===== config.mk =====
export PLATFORM = sky130hd
export DESIGN_NAME = hazard_scoreboard
export DESIGN_NICKNAME = d
export VERILOG_FILES = /design/src/rtl/hazard_pkg.sv /design/src/rtl/hazard_tag_stage.sv /design/src/rtl/hazard_scoreboard.sv
export SDC_FILE = /design/constraint.sdc
export NUM_CORES = 1
export LEC_CHECK = 0
export CORE_MARGIN = 2
export CORE_UTILIZATION = 58
export CTS_BUF_LIST = sky130_fd_sc_hd__clkbuf_8 sky130_fd_sc_hd__clkbuf_16
export CTS_CLUSTER_SIZE = 10
export DETAILED_ROUTE_END_ITERATION = 6
export PLACE_DENSITY = 0.89
export SLEW_MARGIN = 20
export SYNTH_ARGS = -nofsm -noshare
export SYNTH_HDL_FRONTEND = slang
export SYNTH_SLANG_ARGS = --single-unit

===== constraint.sdc =====
create_clock -name clk -period 9.1 [get_ports clk]
set_input_delay 1.82 -clock clk [delete_from_list [all_inputs] [get_ports clk]]
set_output_delay 1.82 -clock clk [all_outputs]
set_load 0.02 [all_outputs]

===== src/rtl/hazard_pkg.sv =====
// ---------------------------------------------------------------------------
// hazard_pkg
// Shared constants for the pipeline hazard scoreboard:
//   - default geometry (read/write ports, address width, PC register, mc width)
//   - forward-select codes driven onto the E-stage operand muxes
//   - helpers that size the packed tag words kept per pipeline stage
// ---------------------------------------------------------------------------
package hazard_pkg;

  localparam int DEF_NREAD  = 4;
  localparam int DEF_NWRITE = 2;
  localparam int DEF_AW     = 4;
  localparam int DEF_PC_REG = 15;
  localparam int DEF_MCW    = 3;

  localparam int FWD_W = 3;

  localparam logic [FWD_W-1:0] FWD_RF    = 3'd0;  // register file value
  localparam logic [FWD_W-1:0] FWD_RESW  = 3'd1;  // ResultW
  localparam logic [FWD_W-1:0] FWD_ALUM  = 3'd2;  // ALUOutM
  localparam logic [FWD_W-1:0] FWD_ALU2M = 3'd3;  // ALUOut2M
  localparam logic [FWD_W-1:0] FWD_RES2W = 3'd4;  // Result2W

  // E tag layout (LSB first): ra, ra_used, wa, we, is_load, valid
  function automatic int tag_e_width(input int nread, input int nwrite, input int aw);
    return nread * aw + nread + nwrite * aw + nwrite + 2;
  endfunction

  // M/W tag layout (LSB first): wa, we, is_load, valid
  function automatic int tag_mw_width(input int nwrite, input int aw);
    return nwrite * aw + nwrite + 2;
  endfunction

endpackage


===== src/rtl/hazard_tag_stage.sv =====
// ---------------------------------------------------------------------------
// hazard_tag_stage
// One pipeline tag register. Loads i_d when i_en is high, or zero (a bubble)
// when i_en and i_clr are both high; holds otherwise.
// Ports:
//   clk    in  1   rising-edge clock
//   reset  in  1   asynchronous active-high reset (clears the tag)
//   i_en   in  1   update enable
//   i_clr  in  1   load a bubble instead of i_d
//   i_d    in  W   next tag value
//   o_q    out W   registered tag
// ---------------------------------------------------------------------------
module hazard_tag_stage
  import hazard_pkg::*;
#(
  parameter int W = 8
) (
  input  logic         clk,
  input  logic         reset,
  input  logic         i_en,
  input  logic         i_clr,
  input  logic [W-1:0] i_d,
  output logic [W-1:0] o_q
);

  logic [W-1:0] r_q;

  // Tag register: bubble on clear, load on enable, hold otherwise
  always_ff @(posedge clk or posedge reset) begin
    if (reset) begin
      r_q <= '0;
    end else if (i_en) begin
      if (i_clr) begin
        r_q <= '0;
      end else begin
        r_q <= i_d;
      end
    end else begin
      r_q <= r_q;
    end
  end

  assign o_q = r_q;

endmodule


===== src/rtl/hazard_scoreboard.sv =====
// ---------------------------------------------------------------------------
// hazard_scoreboard
// Forwarding / interlock controller for a 5-stage F/D/E/M/W pipeline with
// NREAD read ports and NWRITE write ports per instruction, load-use interlock
// and multi-cycle Execute operations. Destination tags are tracked through
// E, M and W internally; all control outputs are combinational from those
// tags and the Decode-stage inputs.
// Ports:
//   clk, reset          clock, asynchronous active-high reset
//   d_valid             instruction present in Decode
//   d_ra / d_ra_used    Decode read addresses (port i at [i*AW+:AW]) / enables
//   d_wa / d_we         Decode write addresses / enables
//   d_is_load           write port 0 result comes from memory (end of M)
//   d_mc_extra          extra Execute cycles for this op (0 = single cycle)
//   branch_taken_e      branch resolved taken in Execute
//   fwd_e               per E read port forward select (hazard_pkg FWD_* codes)
//   stall_f / stall_d   hold PC / F-D register
//   flush_d / flush_e   clear F-D register / bubble into D-E register
//   e_busy              Execute holding a multi-cycle op
// ---------------------------------------------------------------------------
module hazard_scoreboard
  import hazard_pkg::*;
#(
  parameter int NREAD  = DEF_NREAD,
  parameter int NWRITE = DEF_NWRITE,
  parameter int AW     = DEF_AW,
  parameter int PC_REG = DEF_PC_REG,
  parameter int MCW    = DEF_MCW
) (
  input  logic                    clk,
  input  logic                    reset,
  input  logic                    d_valid,
  input  logic [NREAD*AW-1:0]     d_ra,
  input  logic [NREAD-1:0]        d_ra_used,
  input  logic [NWRITE*AW-1:0]    d_wa,
  input  logic [NWRITE-1:0]       d_we,
  input  logic                    d_is_load,
  input  logic [MCW-1:0]          d_mc_extra,
  input  logic                    branch_taken_e,
  output logic [NREAD*FWD_W-1:0]  fwd_e,
  output logic                    stall_f,
  output logic                    stall_d,
  output logic                    flush_d,
  output logic                    flush_e,
  output logic                    e_busy
);

  localparam int TW_E    = tag_e_width(NREAD, NWRITE, AW);
  localparam int TW_MW   = tag_mw_width(NWRITE, AW);
  localparam int OFS_USE = NREAD * AW;
  localparam int OFS_WA  = OFS_USE + NREAD;
  localparam logic [AW-1:0]  PC_ADDR = AW'(PC_REG);
  localparam logic [MCW-1:0] MC_ONE  = MCW'(1);

  logic [TW_E-1:0]          w_d_tag;
  logic [TW_E-1:0]          w_e_tag;
  logic [TW_MW-1:0]         w_m_tag;
  logic [TW_MW-1:0]         w_w_tag;

  logic [NREAD*AW-1:0]      w_e_ra;
  logic [NREAD-1:0]         w_e_used;
  logic [NWRITE*AW-1:0]     w_e_wa;
  logic [NWRITE-1:0]        w_e_we;
  logic                     w_e_ld;
  logic                     w_e_valid;
  logic [NWRITE*AW-1:0]     w_m_wa;
  logic [NWRITE-1:0]        w_m_we;
  logic [NWRITE*AW-1:0]     w_w_wa;
  logic [NWRITE-1:0]        w_w_we;

  logic [MCW-1:0]           r_mc_cnt;
  logic                     w_busy;
  logic [NREAD-1:0]         w_d_hit;
  logic                     w_lu;
  logic                     w_stall;
  logic                     w_flush_d;
  logic                     w_flush_e;
  logic                     w_e_capture;
  logic [NREAD*FWD_W-1:0]   w_fwd;
  logic                     w_unused;

  // Layout here must match tag_e_width(): {valid, is_load, we, wa, ra_used, ra}
  assign w_d_tag = {1'b1, d_is_load, d_we, d_wa, d_ra_used, d_ra};

  // Execute tag holds while a multi-cycle op is running
  hazard_tag_stage #(.W(TW_E)) u_tag_e (
    .clk   (clk),
    .reset (reset),
    .i_en  (!w_busy),
    .i_clr (w_flush_e || !d_valid),
    .i_d   (w_d_tag),
    .o_q   (w_e_tag)
  );

  // M receives a bubble on every cycle the op stays in E
  hazard_tag_stage #(.W(TW_MW)) u_tag_m (
    .clk   (clk),
    .reset (reset),
    .i_en  (1'b1),
    .i_clr (w_busy),
    .i_d   (w_e_tag[TW_E-1:OFS_WA]),
    .o_q   (w_m_tag)
  );

  hazard_tag_stage #(.W(TW_MW)) u_tag_w (
    .clk   (clk),
    .reset (reset),
    .i_en  (1'b1),
    .i_clr (1'b0),
    .i_d   (w_m_tag),
    .o_q   (w_w_tag)
  );

  assign w_e_ra    = w_e_tag[OFS_USE-1:0];
  assign w_e_used  = w_e_tag[OFS_WA-1:OFS_USE];
  assign w_e_wa    = w_e_tag[OFS_WA +: NWRITE*AW];
  assign w_e_we    = w_e_tag[OFS_WA + NWRITE*AW +: NWRITE];
  assign w_e_ld    = w_e_tag[TW_E-2];
  assign w_e_valid = w_e_tag[TW_E-1];
  assign w_m_wa    = w_m_tag[NWRITE*AW-1:0];
  assign w_m_we    = w_m_tag[NWRITE*AW +: NWRITE];
  assign w_w_wa    = w_w_tag[NWRITE*AW-1:0];
  assign w_w_we    = w_w_tag[NWRITE*AW +: NWRITE];

  // is_load/valid ride along in M/W for debug visibility; only port 0 of E
  // participates in the load-use check.
  assign w_unused = ^{w_m_tag[TW_MW-1 -: 2], w_w_tag[TW_MW-1 -: 2],
                      w_e_wa[NWRITE*AW-1:AW], w_e_we[NWRITE-1:1]};

  assign w_busy = (r_mc_cnt != '0);

  // Multi-cycle counter: loaded when a real op enters E, counts down to 0
  always_ff @(posedge clk or posedge reset) begin
    if (reset) begin
      r_mc_cnt <= '0;
    end else if (w_busy) begin
      r_mc_cnt <= r_mc_cnt - MC_ONE;
    end else if (w_e_capture) begin
      r_mc_cnt <= d_mc_extra;
    end else begin
      r_mc_cnt <= '0;
    end
  end

  assign w_e_capture = d_valid && !w_flush_e;

  // Forward select per E read port. Codes are defined for two write ports;
  // port 0 is checked first so a doubled destination resolves to port 0.
  for (genvar i = 0; i < NREAD; i++) begin : g_fwd
    logic [AW-1:0]      w_ra;
    logic [NWRITE-1:0]  w_m_hit;
    logic [NWRITE-1:0]  w_w_hit;
    logic [FWD_W-1:0]   w_sel;

    assign w_ra = w_e_ra[i*AW +: AW];

    for (genvar j = 0; j < NWRITE; j++) begin : g_wr
      assign w_m_hit[j] = w_m_we[j] && (w_m_wa[j*AW +: AW] == w_ra);
      assign w_w_hit[j] = w_w_we[j] && (w_w_wa[j*AW +: AW] == w_ra);
    end

    // Priority: youngest producer (M) first, port 0 before port 1
    always_comb begin
      w_sel = FWD_RF;
      if (w_e_used[i] && (w_ra != PC_ADDR)) begin
        if (w_m_hit[0]) begin
          w_sel = FWD_ALUM;
        end else if (w_m_hit[1]) begin
          w_sel = FWD_ALU2M;
        end else if (w_w_hit[0]) begin
          w_sel = FWD_RESW;
        end else if (w_w_hit[1]) begin
          w_sel = FWD_RES2W;
        end else begin
          w_sel = FWD_RF;
        end
      end else begin
        w_sel = FWD_RF;
      end
    end

    assign w_fwd[i*FWD_W +: FWD_W] = w_sel;
  end

  // A Decode read of the register a load in E is still fetching
  for (genvar i = 0; i < NREAD; i++) begin : g_lu
    assign w_d_hit[i] = d_ra_used[i] &&
                        (d_ra[i*AW +: AW] != PC_ADDR) &&
                        (d_ra[i*AW +: AW] == w_e_wa[AW-1:0]);
  end

  assign w_lu = w_e_valid && w_e_ld && w_e_we[0] && (|w_d_hit);

  // Stall/flush: a taken branch overrides both interlocks; a busy E never
  // inserts a bubble because the op itself stays there.
  always_comb begin
    w_flush_d = 1'b0;
    w_flush_e = 1'b0;
    w_stall   = 1'b0;
    if (branch_taken_e) begin
      w_flush_d = 1'b1;
      w_flush_e = 1'b1;
      w_stall   = 1'b0;
    end else if (w_busy) begin
      w_stall   = 1'b1;
    end else if (w_lu) begin
      w_stall   = 1'b1;
      w_flush_e = 1'b1;
    end else begin
      w_stall   = 1'b0;
    end
  end

  // Gating with reset keeps every output low while reset is held, even if
  // branch_taken_e is asserted by upstream logic at that time.
  assign fwd_e   = reset ? '0   : w_fwd;
  assign stall_f = !reset && w_stall;
  assign stall_d = !reset && w_stall;
  assign flush_d = !reset && w_flush_d;
  assign flush_e = !reset && w_flush_e;
  assign e_busy  = !reset && w_busy;

endmodule

==> impl_metrics.py, run 1 <==
metrics = {
    "final_layout": {
        "diodes": 0,
        "mostFrequentLayoutCells": "78 x nand2_1, 55 x dfrtp_1, 54 x clkdlybuf4s50_1, 42 x xor2_1, 31 x xnor2_1",
        "regArea_um2": 1380,
        "final_common_cell": "nand2_1",
        "drive_gt1_frac": 0.0394,
        "multi_input_area_um2": 1690,
        "final_area_um2": 3850,
        "final_cells": 478,
        "syn2layout_area_growth_pct": 16.7,
        "fill_cells": 435,
        "nets": 445,
    },
    "yosys": {
        "synth.cell_area_um2": 3300,
        "yosysWarnings": 0,
        "syn_avg_cell_area_um2": 8.68,
        "ys.flop_type": "dfrtp_1",
        "syn_inst": 380,
        "synth_seq_cells": 55,
        "synth_cell_type_count": 35,
        "synth_edf_count": 0,
        "synth_fp_nets": 420,
        "async_reset_ff_frac": 1.00,
        "ys_seq_area_frac": 0.417,
    },
    "global_route": {
        "antenna_found_initial": 0,
        "grt_max_degree": 57,
        "grt-ovfl-total": 0,
        "grt_pass1_wl_um": 12700,
        "grt_usage": 0.260,
        "first_global_vias": 2676,
    },
    "cts": {
        "hold_buffers": 0,
        "root_buffer": "clkbuf_8",
        "cts_tree": "yes",
        "clk_latency_ns": 0.31,
        "cts_buffers": 5,
        "cts_resized": 0,
        "cts_max_level": 2,
        "numClockSinks": 55,
        "clk_path_buf_depth": 2,
        "cts_setup_buffers": 0,
        "clk_pin_slew_ns": 0.10,
    },
    "placement": {
        "placedCellCount": 470,
        "port-buffer-count": 54,
        "gp_congestion": 0.940,
        "post_dp_cell_area_um2": 3750,
        "dp.final_hpwl_um": 5580,
    },
    "floorplanning": {
        "design.die.area_um2": 6310,
        "core_area_um2": 5510,
        "die_h_um": 79.4,
        "initial_utilization": 0.599,
        "die_w_um": 79.4,
        "ios": 55,
        "rows": 27,
    },
    "timing": {
        "tightest_slew_ns": 0.861,
        "fin_tns_setup_ns": 0,
        "rsz0062_at_grt": "false",
        "fin_crit_ns": 6.24,
        "timing.slew.headroom": 0.425,
        "clock.fmax_mhz": 160,
        "final-setup-viol-count": 0,
        "finClkSkew_ns": 0.0122,
        "hold_viol_final": 0,
        "drv_slew": 0,
        "timing.final.crit_share": 0.686,
    },
    "drt": {
        "drt_wl_total_um": 7400,
        "drtIter0Drc": 240,
        "drc_errors": 0,
        "antenna_left": 0,
        "viasPerCell": 5.56,
        "wl_per_cell_um": 15.5,
        "dr.pass1.iters": 5,
        "vias": 2656,
    },
    "power_and_ir_drop": {
        "ir_drop_uv": 133,
        "power_density_nw_per_um2": 219,
        "p_leak_nw": 1.70,
    },
    "setup_path": {
        "crit_arrival_ns": 4.42,
        "path_max_fanout": 37,
        "cp_slowest_stage_delay_ns": 0.71,
        "cp_num_buf_inv": 2,
        "required_ns": 7.28,
        "startpoint_type": "primary input",
        "end_kind": "output port",
        "path_class": "in2out",
        "cp_top_family": "compound AO/OA/AOI/OAI gates",
        "path_cells": "clkdlybuf4s50_1, xnor2_1, nand4_1, o22a_1, a31oi_4, a31o_2, clkdlybuf4s50_1",
        "reg2reg_setup_slack_ns": 6.92,
        "critPathSlowestCell": "a31oi_4",
        "crit_path_frequent_cell": "clkdlybuf4s50_1",
    },
    "status": {
        "status": "finished clean",
    },
    "flow_run": {
        "maxCapViolations": 0,
    },
    "worst_hold_path": {
        "hp-class": "reg2reg",
    },
}
cell type report:
type | instances | share of cell area
Multi-Input combinational cell | 277 | 0.439
Sequential cell | 55 | 0.357
Timing Repair Buffer | 57 | 0.146
Tap cell | 72 | 0.0234
Clock buffer | 5 | 0.0179
Inverter | 9 | 0.00877
Clock inverter | 3 | 0.00682
where the power goes:
| part | switching [W] | internal, W | total [W] | leakage [nW] |
|---|---|---|---|---|
| Sequential | 0.000106 | 0.000304 | 0.000409 | 0.746 |
| Clock | 0.0000814 | 0.0000567 | 0.000138 | 0.0491 |
| Combinational | 0.000152 | 0.000144 | 0.000296 | 0.905 |
| Total | 0.000339 | 0.000505 | 0.000844 | 1.70 |
synth_stat cells (2+ instances only):
cell type / count / share of area
nor4_1: 11 / 0.021
inv_1: 9 / 0.010
buf_2: 4 / 0.0061
nor3b_1: 3 / 0.0068
clkbuf_1: 26 / 0.030
a31oi_1: 6 / 0.011
xnor2_1: 31 / 0.082
nand4_1: 9 / 0.017
nor2b_1: 2 / 0.0038
nor2_1: 13 / 0.015
o22ai_1: 4 / 0.0076
dfrtp_1: 55 / 0.42
ha_1: 2 / 0.0076
nand3_1: 4 / 0.0061
nor3_1: 13 / 0.020
o21ai_0: 26 / 0.039
and2_1: 12 / 0.023
xor2_1: 42 / 0.11
o2111ai_1: 2 / 0.0053
buf_4: 2 / 0.0045
o21ai_1: 6 / 0.0091
nand2_1: 78 / 0.089
a21oi_1: 3 / 0.0045
buf_6: 6 / 0.020
routing by layer:
metal	vias to the layer above	share of wire	track usage
li1	1292	-	-
met1	1252	0.43	0.353
met2	94	0.49	0.428
met3	18	0.047	0.0317
met4	0	0.028	0.100
met5	-	0	0
cells by family after synthesis:
family          after synthesis  share of synthesized area
fa+ha+maj                     2                    0.00758
xor+xnor                     73                      0.194
compound gates               53                     0.0967
flops                        55                      0.417
simple gates                149                      0.213
buf+inv                      48                     0.0720
worst reg2reg max path: cells and delay by family (launching register included):
family                    cells  cell delay (ns)
and+or+nand+nor               1             0.12
AOI/OAI and AO/OA             3             1.19
DFF                           1             0.52
xor gates and xnor gates      1             0.22
worst paths after layout:
path,start,endpoint,depth (start not counted)
min,r_mc_cnt[0],r_mc_cnt[0],1
min reg2reg,r_mc_cnt[0],r_mc_cnt[0],1
max,d_ra[13],flush_e,7
min in group asynchronous,reset,u_tag_w.o_q[9],3
max in group asynchronous,reset,u_tag_e.o_q[18],3
max reg2reg,u_tag_e.o_q[22],u_tag_e.o_q[2],5
registers in the layout, summed over array words and instances (netlist names):
name / flops
u_tag_w.o_q: 10
u_tag_m.o_q: 10
r_mc_cnt: 3
u_tag_e.o_q: 32
through the flow:
stage / worst slack, ns / power, W / hold WS (ns) / util
floorplan: 3.13 / 0.000632 / 0.352 / -
global placement: 2.92 / 0.000687 / 0.443 / 0.682
detailed placement: 2.86 / 0.000707 / 0.462 / 0.682
CTS: 2.86 / 0.000845 / 0.482 / 0.699
global route: 2.71 / 0.000909 / 0.501 / 0.699
finish: 2.86 / 0.000844 / 0.480 / 0.699
(Power assumes the default switching activity.)
==> inputs of run 2 (changes only) <==
Settings changed: CORE_UTILIZATION 58 to 48, PLACE_DENSITY 0.89 to 0.79.
Clock period 9.1 ns to 5.3 ns, I/O delays scaled along.
==> run 2 against run 1 <==
  * Power rose by 74%
  * First-iteration DRC count down 40%
  * Die area rose by 20%
  * Critical path depth stayed put
  * Combinational power up 75%
  * Critical path type unchanged
  * Largest cell class unchanged
==> impl_metrics.py, run 2 (synthesis gave the netlist of run 1 again) <==
metrics = {
    "status": {
        "status": "finished clean",
    },
    "floorplanning": {
        "die_w_um": 86.9,
        "die_h_um": 86.9,
        "ios": 55,
        "core_area_um2": 6720,
        "rows": 30,
        "initial_utilization": 0.491,
        "design.die.area_um2": 7550,
    },
    "cts": {
        "cts_max_level": 2,
        "cts_buffers": 5,
        "clk_path_buf_depth": 2,
        "cts_resized": 0,
        "clk_pin_slew_ns": 0.10,
        "cts_tree": "yes",
        "cts_setup_buffers": 0,
        "clk_latency_ns": 0.31,
        "root_buffer": "clkbuf_8",
        "hold_buffers": 0,
        "numClockSinks": 55,
    },
    "setup_path": {
        "end_kind": "output port",
        "crit_arrival_ns": 3.12,
        "cp_num_buf_inv": 2,
        "crit_path_frequent_cell": "clkdlybuf4s50_1",
        "cp_top_family": "buffers and inverters",
        "critPathSlowestCell": "clkdlybuf4s50_1",
        "path_class": "in2out",
        "path_max_fanout": 3,
        "path_cells": "clkdlybuf4s50_1, nand2_1, a31oi_1, o2111ai_1, a31oi_4, a31o_2, clkdlybuf4s50_1",
        "startpoint_type": "primary input",
        "required_ns": 4.24,
        "cp_slowest_stage_delay_ns": 0.59,
    },
    "final_layout": {
        "syn2layout_area_growth_pct": 17.9,
        "largest_register_ffs": 32,
        "drive_gt1_frac": 0.0465,
        "diodes": 0,
        "mostFrequentLayoutCells": "78 x nand2_1, 55 x dfrtp_1, 54 x clkdlybuf4s50_1, 42 x xor2_1, 31 x xnor2_1",
        "final_common_cell": "nand2_1",
        "nets": 448,
        "fill_cells": 587,
    },
    "drt": {
        "wl_per_cell_um": 15.9,
        "vias": 2675,
        "drc_errors": 0,
        "drt_wl_total_um": 7800,
        "viasPerCell": 5.47,
        "antenna_left": 0,
        "dr.pass1.iters": 4,
        "drtIter0Drc": 145,
    },
    "timing": {
        "fin_tns_setup_ns": 0,
        "clock.fmax_mhz": 239,
        "tightest_slew_ns": 0.670,
        "timing.slew.headroom": 0.549,
        "finClkSkew_ns": 0.00805,
        "fin_crit_ns": 4.18,
        "fin_ws_ns": 1.12,
        "drv_slew": 0,
        "final-setup-viol-count": 0,
        "timing.final.crit_share": 0.789,
        "holdWs_ns": 0.476,
        "hold_viol_final": 0,
        "rsz0062_at_grt": "false",
    },
    "placement": {
        "gp_congestion": 0.877,
        "dp_slack_ns": 1.09,
        "dp.final_hpwl_um": 5940,
        "port-buffer-count": 54,
    },
    "global_route": {
        "grt_usage": 0.221,
        "busiest_layer": "met2",
        "grt_max_degree": 56,
        "grt-ovfl-total": 0,
        "grt.met2_usage": 0.378,
        "first_global_vias": 2752,
        "grt_pass1_wl_um": 12900,
        "grt_util_met3": 0.0389,
        "use_met1": 0.285,
        "antenna_found_initial": 0,
    },
    "flow_run": {
        "maxCapViolations": 0,
    },
    "worst_hold_path": {
        "hp-class": "reg2reg",
    },
    "power_and_ir_drop": {
        "power_density_nw_per_um2": 379,
        "p_leak_nw": 1.72,
        "ir_drop_uv": 185,
    },
}
run 2: changes by cell type in the layout (fill, tap and decap cells not counted):
cell      change
inv_6         -2
clkbuf_8      +1
inv_8         +1
buf_4         +3
run 2: power breakdown:
group,internal [W],total [W],switching (W)
Clock,0.000110,0.000252,0.000141
Sequential,0.000521,0.000703,0.000182
Combinational,0.000253,0.000518,0.000265
run 2: area by class of cell:
type                       instances  area [um2]  area share
sequential                        55        1380       0.354
clock buffer                       6        82.6      0.0212
timing repair buffer              60         586       0.151
clock inverter                     2        20.0     0.00515
tap                               80         100      0.0257
multi-input combinational        277        1690       0.435
inverter                           9        33.8     0.00868
run 2: worst reg2reg max path, stage by stage (launching register included):
cell and delay [ns]:
dfrtp_1 0.57, nand2_1 0.12, a31oi_1 0.19, o2111ai_1 0.23
a31oi_4 0.25, buf_4 0.35, o21ai_0 0.16
run 2: metrics by stage:
| stage | area [um2] | util | std cells | total power [W] |
|---|---|---|---|---|
| floorplan | 3300 | - | 380 | 0.00108 |
| global placement | 3790 | 0.564 | 481 | 0.00119 |
| detailed placement | 3790 | 0.564 | 481 | 0.00123 |
| CTS | 3890 | 0.579 | 489 | 0.00148 |
| global route | 3890 | 0.579 | 489 | 0.00158 |
| finish | 3890 | 0.579 | 489 | 0.00147 |
run 2: worst paths after layout:
path,start,end,slack [ns],cells after the start
min in group asynchronous,reset,u_tag_e.o_q[29],1.47,4
max in group asynchronous,reset,u_tag_e.o_q[20],3.38,4
min,r_mc_cnt[0],r_mc_cnt[0],0.48,1
max reg2reg,u_tag_e.o_q[23],u_tag_e.o_q[22],3.29,6
max,d_ra[3],flush_e,1.12,7
min reg2reg,r_mc_cnt[0],r_mc_cnt[0],0.48,1
run 2: layer usage:
metal,vias up,wire length [um]
met5,-,0
met4,0,121
met3,13,447
met2,76,3870
met1,1283,3350
li1,1303,-
==> inputs of run 3 (changes only) <==
Settings changed: CORE_UTILIZATION 48 to 54, PLACE_DENSITY 0.79 to 0.84.
Clock period 5.3 ns to 4.37 ns, I/O delays scaled along.
==> run 3 against run 2 <==
  * Cell area fell by 0.39%
  * Setup slack got worse by 0.58 ns
  * Combinational power rose by 21%
  * First-iteration DRC count rose by 30%
  * Critical path depth did not move
  * Worst hold slack got worse by 0.00093 ns
  * Power rose by 20%
  * Critical path type unchanged
  * Critical endpoint unchanged
  * Highest routed layer unchanged
==> impl_metrics.py, run 3 (synthesis gave the netlist of run 1 again) <==
metrics = {
    "status": {
        "status": "finished clean",
    },
    "power_and_ir_drop": {
        "p_leak_nw": 1.71,
        "power_w": 0.00176,
        "power_density_nw_per_um2": 455,
        "ir_drop_uv": 283,
    },
    "cts": {
        "root_buffer": "clkbuf_8",
        "hold_buffers": 0,
        "clk_path_buf_depth": 2,
        "cts_resized": 0,
        "cts_max_level": 2,
        "clk_latency_ns": 0.31,
        "cts_tree": "yes",
        "numClockSinks": 55,
        "cts_buffers": 5,
        "cts_setup_buffers": 0,
        "clk_pin_slew_ns": 0.10,
    },
    "worst_hold_path": {
        "hp-class": "reg2reg",
        "whs_path_depth": 1,
    },
    "global_route": {
        "grt_usage": 0.251,
        "grt-ovfl-total": 0,
        "antenna_found_initial": 0,
        "grt_max_degree": 56,
        "first_global_vias": 2630,
        "grt_pass1_wl_um": 12700,
    },
    "timing": {
        "finClkSkew_ns": 0.00624,
        "clock.fmax_mhz": 261,
        "hold_viol_final": 0,
        "rsz0062_at_grt": "false",
        "final-setup-viol-count": 0,
        "fin_tns_setup_ns": 0,
        "tightest_slew_ns": 0.684,
        "fin_crit_ns": 3.83,
        "timing.slew.headroom": 0.540,
        "timing.final.crit_share": 0.877,
        "drv_slew": 0,
    },
    "final_layout": {
        "final_common_cell": "nand2_1",
        "diodes": 0,
        "syn2layout_area_growth_pct": 17.4,
        "drive_gt1_frac": 0.0465,
        "mostFrequentLayoutCells": "78 x nand2_1, 55 x dfrtp_1, 54 x clkdlybuf4s50_1, 42 x xor2_1, 31 x xnor2_1",
        "nets": 448,
        "largest_register_ffs": 32,
    },
    "drt": {
        "viasPerCell": 5.55,
        "antenna_left": 0,
        "drc_errors": 0,
        "drtIter0Drc": 189,
        "wl_per_cell_um": 15.6,
        "vias": 2685,
        "drt_wl_total_um": 7550,
        "dr.pass1.iters": 4,
    },
    "floorplanning": {
        "rows": 28,
        "die_h_um": 82.2,
        "ios": 55,
        "initial_utilization": 0.557,
        "design.die.area_um2": 6750,
        "die_w_um": 82.2,
        "core_area_um2": 5920,
    },
    "setup_path": {
        "path_max_fanout": 3,
        "reg2reg_setup_slack_ns": 2.29,
        "worst-r2r-cell-count": 8,
        "startpoint_type": "primary input",
        "path_class": "in2out",
        "required_ns": 3.50,
        "end_kind": "output port",
        "crit_arrival_ns": 2.96,
    },
    "flow_run": {
        "maxCapViolations": 0,
    },
    "placement": {
        "gp_congestion": 0.900,
        "port-buffer-count": 54,
        "dp.final_hpwl_um": 5780,
    },
}
-- run 3: layout make-up --
class	count	area (um2)
Fill cell	480	2050
Multi-Input combinational cell	277	1690
Sequential cell	55	1380
Timing Repair Buffer	60	586
Tap cell	75	93.8
Clock buffer	5	68.8
Inverter	9	33.8
Clock inverter	3	25.0
-- run 3: through the flow --
| stage | setup WS [ns] | instances | hold WS, ns | instance area, um2 | util |
|---|---|---|---|---|---|
| finish | 0.540 | 484 | 0.475 | 3870 | 0.654 |
| global route | 0.435 | 484 | 0.507 | 3870 | 0.654 |
| CTS | 0.538 | 484 | 0.473 | 3870 | 0.654 |
| detailed placement | 0.547 | 476 | 0.460 | 3780 | 0.639 |
| global placement | 0.593 | 476 | 0.453 | 3780 | 0.639 |
| floorplan | 0.289 | 380 | 0.352 | 3300 | - |
-- run 3: critical path: stages --
cell and delay (ns):
clkdlybuf4s50_1 0.52, xnor2_1 0.14, nand4_1 0.16, o22a_1 0.27, a31oi_4 0.23, a31o_2 0.17
clkdlybuf4s50_1 0.59
-- run 3: final timing paths --
kind	startpoint	endpoint
setup reg to reg	r_mc_cnt[0]	u_tag_e.o_q[4]
hold reg to reg	r_mc_cnt[0]	r_mc_cnt[0]
setup / recovery	d_ra[9]	flush_e
hold / removal	r_mc_cnt[0]	r_mc_cnt[0]
min in group asynchronous	reset	u_tag_e.o_q[16]
max in group asynchronous	reset	u_tag_e.o_q[20]
-- run 3: routing by layer --
layer | track usage | up-vias | wire, um | share of wire
met4 | 0.0683 | 0 | 107 | 0.014
li1 | - | 1295 | - | -
met5 | 0 | - | 0 | 0
met1 | 0.342 | 1287 | 3300 | 0.44
met2 | 0.422 | 95 | 3750 | 0.50
met3 | 0.0348 | 8 | 393 | 0.052
-- run 3: where the power goes --
group / switching, W / internal, W / total (W) / leakage (nW)
registers: 0.000212 / 0.000633 / 0.000844 / 0.746
clock network: 0.000174 / 0.000115 / 0.000289 / 0.0443
logic: 0.000322 / 0.000307 / 0.000628 / 0.920
